[config.mk]
export PLATFORM = sky130hd
export DESIGN_NAME = fetch_prefetch
export DESIGN_NICKNAME = d
export VERILOG_FILES = /design/src/rtl/fetch_prefetch.sv
export SDC_FILE = /design/constraint.sdc
export NUM_CORES = 1
export LEC_CHECK = 0
export BUFFER_PORTS_ARGS = -buffer_cell sky130_fd_sc_hd__buf_2
export CAP_MARGIN = 20
export CORE_MARGIN = 1.5
export CORE_UTILIZATION = 40
export DETAILED_ROUTE_END_ITERATION = 10
export PLACE_DENSITY = 0.64
export SLEW_MARGIN = 25
export SYNTH_ARGS = -nofsm -noshare
export SYNTH_HDL_FRONTEND = slang
export SYNTH_SLANG_ARGS = --single-unit
export TNS_END_PERCENT = 20
[constraint.sdc]
create_clock -name clk -period 3.6 [get_ports clk]
set_input_delay 0.72 -clock clk [delete_from_list [all_inputs] [get_ports clk]]
set_output_delay 0.72 -clock clk [all_outputs]
set_load 0.005 [all_outputs]
[src/rtl/fetch_prefetch.sv]
// fetch_prefetch: instruction-fetch front end with a PC generator and an
// N-entry prefetch queue in front of a 1-cycle-latency synchronous RAM.
//
// Ports:
//   clk, rst                      clock, synchronous active-high reset
//   fetch_en                      permit new read issue
//   pc_sel                        00 seq, 01 imm redirect, 10 alu redirect, 11 hold
//   imm_addr, alu_addr            redirect targets (word addresses)
//   mem_rd, mem_rd_addr           RAM read request
//   mem_rd_data                   RAM read data, one cycle after mem_rd
//   instr_valid/ready/data/pc     queue head handshake to decode
//   fifo_level                    current queue occupancy
//   cntlr_wr/waddr/wr_data        controller program-load write
//   mem_wr/mem_wr_addr/wr_data    RAM write port (passthrough)
module fetch_prefetch #(
  parameter int          ADDR_WIDTH = 11,
  parameter int          DATA_WIDTH = 32,
  parameter int          FIFO_DEPTH = 4,
  parameter int unsigned RESET_PC   = 0
) (
  input  logic                              clk,
  input  logic                              rst,
  input  logic                              fetch_en,
  input  logic [1:0]                        pc_sel,
  input  logic [ADDR_WIDTH-1:0]             imm_addr,
  input  logic [ADDR_WIDTH-1:0]             alu_addr,
  output logic                              mem_rd,
  output logic [ADDR_WIDTH-1:0]             mem_rd_addr,
  input  logic [DATA_WIDTH-1:0]             mem_rd_data,
  output logic                              instr_valid,
  input  logic                              instr_ready,
  output logic [DATA_WIDTH-1:0]             instr_data,
  output logic [ADDR_WIDTH-1:0]             instr_pc,
  output logic [$clog2(FIFO_DEPTH):0]       fifo_level,
  input  logic                              cntlr_wr,
  input  logic [ADDR_WIDTH-1:0]             cntlr_waddr,
  input  logic [DATA_WIDTH-1:0]             cntlr_wr_data,
  output logic                              mem_wr,
  output logic [ADDR_WIDTH-1:0]             mem_wr_addr,
  output logic [DATA_WIDTH-1:0]             mem_wr_data
);

  localparam int PTR_W = $clog2(FIFO_DEPTH);
  localparam int LVL_W = PTR_W + 1;

  logic [ADDR_WIDTH-1:0] pc;
  logic [ADDR_WIDTH-1:0] inflight_pc;
  logic                  inflight;

  logic [DATA_WIDTH-1:0] q_data [FIFO_DEPTH];
  logic [ADDR_WIDTH-1:0] q_pc   [FIFO_DEPTH];
  logic [PTR_W-1:0]      wr_ptr;
  logic [PTR_W-1:0]      rd_ptr;
  logic [LVL_W-1:0]      level;

  logic redirect;
  logic issue;
  logic push;
  logic pop;

  assign redirect = (pc_sel == 2'b01) || (pc_sel == 2'b10);

  // Space check counts the in-flight read but not a same-cycle pop, so the
  // queue can never overflow when the return lands.
  assign issue = ~rst & fetch_en & (pc_sel == 2'b00) &
                 ((level + LVL_W'(inflight)) < LVL_W'(FIFO_DEPTH));

  // A redirect kills the returning read and ignores any pop that cycle.
  assign push = inflight & ~redirect;
  assign pop  = (level != '0) & instr_ready & ~redirect;

  always_ff @(posedge clk) begin
    if (rst) begin
      pc          <= ADDR_WIDTH'(RESET_PC);
      inflight    <= 1'b0;
      inflight_pc <= '0;
      wr_ptr      <= '0;
      rd_ptr      <= '0;
      level       <= '0;
    end else begin
      if (redirect) begin
        pc     <= (pc_sel == 2'b01) ? imm_addr : alu_addr;
        wr_ptr <= '0;
        rd_ptr <= '0;
        level  <= '0;
      end else begin
        if (issue) pc <= pc + 1'b1;
        if (push)  wr_ptr <= wr_ptr + 1'b1;
        if (pop)   rd_ptr <= rd_ptr + 1'b1;
        level <= level + LVL_W'(push) - LVL_W'(pop);
      end
      inflight <= issue;
      if (issue) inflight_pc <= pc;
    end
  end

  // Storage needs no reset: the head outputs are gated by occupancy.
  always_ff @(posedge clk) begin
    if (!rst && push) begin
      q_data[wr_ptr] <= mem_rd_data;
      q_pc[wr_ptr]   <= inflight_pc;
    end
  end

  always_comb begin
    mem_rd      = issue;
    mem_rd_addr = pc;
    instr_valid = (level != '0);
    instr_data  = '0;
    instr_pc    = '0;
    if (level != '0) begin
      instr_data = q_data[rd_ptr];
      instr_pc   = q_pc[rd_ptr];
    end
    fifo_level  = level;
    mem_wr      = cntlr_wr;
    mem_wr_addr = cntlr_waddr;
    mem_wr_data = cntlr_wr_data;
  end

endmodule

==> out/results.txt <==
switching share of power: 20.4%
worst setup path endpoint: instr_data[2]
Worst Hold Class: input pin to register
IO buf count: 118
# Max-Cap Violations: 0
max_slew headroom: 50.6%
Synth area leader: edfxtp_1
remaining antenna violation count: 0
P_int: 0.00382 W
met2 Track Usage GR: 23.0%
Lkg Pwr: 3.45 nW
clk sinks: 204
final WL: 16200 microns
Setup CP Type: register to output pin
EDFF count, synth: 172
clock power share: 42.5%
Yosys cell types: 46
CP Launch Type: register
Pre-antenna DRT Iters: 4
share of cells above drive strength 1: 35.2%
fin nets: 711
R2R depth: 9
vias in the first global route: 4671
critical path capture point type: output pin
Top FF cell, synth: edfxtp_1
# hold bufs at CTS: 0
GR Util met3: 3.46%
pin count of the biggest net entering global routing: 46
CTS tree: yes
f_max: 334 MHz
syn_nets: 629
num rows: 53
Worst Path Required: 2.88 ns
Root Buffer: clkbuf_16
actual slew at the worst max-slew pin: 0.741 ns
sequential share of power: 54.0%
clk_skew: 0.0199 ns
Synth Area per Inst: 16.5 sq um
GR Util met1: 19.7%
Clk Latency, worst-skew pair: 0.50 ns
r2r startpoint: fifo_level[1]
Max Root-Sink Buffers: 3
Remaining DRCs: 0
Worst Path Arrival: 2.27 ns
Synth Instances: 515
Final Critical Period: 2.99 ns
Num CTS Buffers: 22
Die Ht: 149 microns
Crit Reg-Reg Endpoint: fifo_level[2]
GRT Util Overall: 14.5%
Core ar.: 21000 sq um
mapped cell area: 8510 sq um
CTS H-tree lvls: 1
Placer Congestion: 0.789
switching pwr: 0.000983 W
Starting Density: 40.6%
async set-reset flop share out of synthesis: 0%
period utilization: 83.1%
Slew Limit Fails: 0
initial antenna violation count: 1
DP Area: 9140 sq um
Area Growth Syn to Fin: 15.3%
Setup TNS Final: 0 ns
Ys Warns: 0
unrepaired setup endpoints after global routing: false
final instance area: 9810 sq um
most common cell in the netlist: edfxtp_1
main area contributors after synthesis: edfxtp_1 (61%), mux4_2 (11%), dfxtp_1 (7.5%)
Final Hold Vio Count: 0
GR peak layer: met2
final setup vio count: 0
Worst VDD drop: 0.000251 V
share of the synthesized area in the top cell type: 60.7%
Synth top cells by count: edfxtp_1 (172), nor2b_1 (46), buf_4 (45), mux4_2 (43), dfxtp_1 (32)
Synth Register Bits: 204
outcome: finished, final reports clean
vias per cell: 5.09
hold path startpoint: mem_rd_data[0]
post-cts sizing count: 0
power per cell area: 490 nW/um^2
routed len/inst: 18.2 microns
IO Count: 207
Post CTS Setup Buffer Count: 0
setup slack, reg-to-reg: 1.40 ns
CP max FO: 26
Die ar.: 22100 sq um
Combinational Power Share: 3.5%
hpwl dp: 9900 microns
Die Wd: 149 microns
GRT Residual Overflow: 0
Vias: 4527
initial DRC count: 244
Clock Pin Slew Worst Setup and Hold Paths: 0.06 ns
first-pass GRT wire length: 24800 microns
Seq/Total Area, Yosys: 68.3%
[power by group through the flow]
stage | sequential (W) | clock (W) | combinational, W
2_1_floorplan | 0.00264 | 0 | 0.000124
3_3_place_gp | 0.00264 | 0 | 0.000163
3_5_place_dp | 0.00265 | 0 | 0.000170
4_1_cts | 0.00260 | 0.00209 | 0.000171
5_1_grt | 0.00260 | 0.00218 | 0.000188
6_report | 0.00260 | 0.00204 | 0.000170
[through the flow]
step	cells	hold WS (ns)	total power, W	setup WS, ns	utilization (%)
2_1_floorplan	515	0.460	0.00276	0.654	-
3_3_place_gp	848	0.480	0.00281	0.884	43.6
3_5_place_dp	848	0.498	0.00282	0.728	43.6
4_1_cts	888	0.411	0.00486	0.531	46.8
5_1_grt	889	0.416	0.00497	0.441	46.8
6_report	889	0.437	0.00481	0.610	46.8
[cell type report]
| cell class | instances | area, sq um |
|---|---|---|
| inverters | 13 | 48.8 |
| well taps | 275 | 344 |
| clock inverters | 10 | 66.3 |
| clock buffers | 30 | 601 |
| repair buffers | 129 | 736 |
| multi-input cells | 227 | 2200 |
| flip-flops and latches | 204 | 5810 |
| diodes | 1 | 2.50 |
| fillers | 1853 | 11100 |
[state kept, by name (all words and copies together) (netlist names), named ones only]
register	flops
mem_rd_addr	11
q_data	128
q_pc	44
inflight	1
fifo_level	3
wr_ptr	2
inflight_pc	11
rd_ptr	2
[per-layer routing]
layer / vias up / part of all wire, %
met2: 173 / 46
met5: - / 0
met1: 2230 / 44
met4: 0 / 2.4
met3: 45 / 7.4
li1: 2079 / -
[worst min-delay path by stage]
stage | end | slack [ns] | cells after the start
2_1_floorplan | q_pc[0][0] | 0.46 | 0
3_3_place_gp | q_pc[2][3] | 0.48 | 0
3_5_place_dp | inflight_pc[7] | 0.50 | 2
4_1_cts | q_data[2][26] | 0.41 | 1
5_1_grt | q_data[2][0] | 0.42 | 1
6_report | q_data[2][0] | 0.44 | 1
[cells by family after synthesis]
group           after synthesis  synth area share [%]
xor+xnor                      6                 0.618
compound gates               41                  3.28
flops                       204                  68.3
mux                          53                  12.6
buf+inv                      84                  6.00
fa+ha+maj                    10                  1.56
simple gates                117                  7.66
[layout by cell type, fill, tap and decap left out, types with 4 or more instances in the layout]
master / netlist / routed
and3_1: 8 / 4
clkbuf_1: 15 / 6
mux4_2: 43 / 43
a311oi_1: 4 / 4
inv_1: 12 / 12
dfxtp_1: 32 / 30
a211oi_1: 4 / 4
buf_4: 45 / 6
a21oi_1: 16 / 16
mux2i_1: 8 / 8
edfxtp_1: 172 / 172
xnor2_1: 6 / 6
nor2_1: 10 / 10
ha_1: 9 / 9
o21ai_0: 4 / 4
buf_2: 9 / 118
nor2b_1: 46 / 46
clkbuf_16: 0 / 22
nand2_1: 30 / 30
and3_2: 0 / 4
buf_12: 0 / 5
[worst max-delay path, cell delays in order, from the launching register on]
cell and delay, ns:
dfxtp_2 0.81, buf_4 0.32, mux4_2 0.32, nor2b_1 0.16, buf_2 0.16
(Power assumes the default switching activity.)
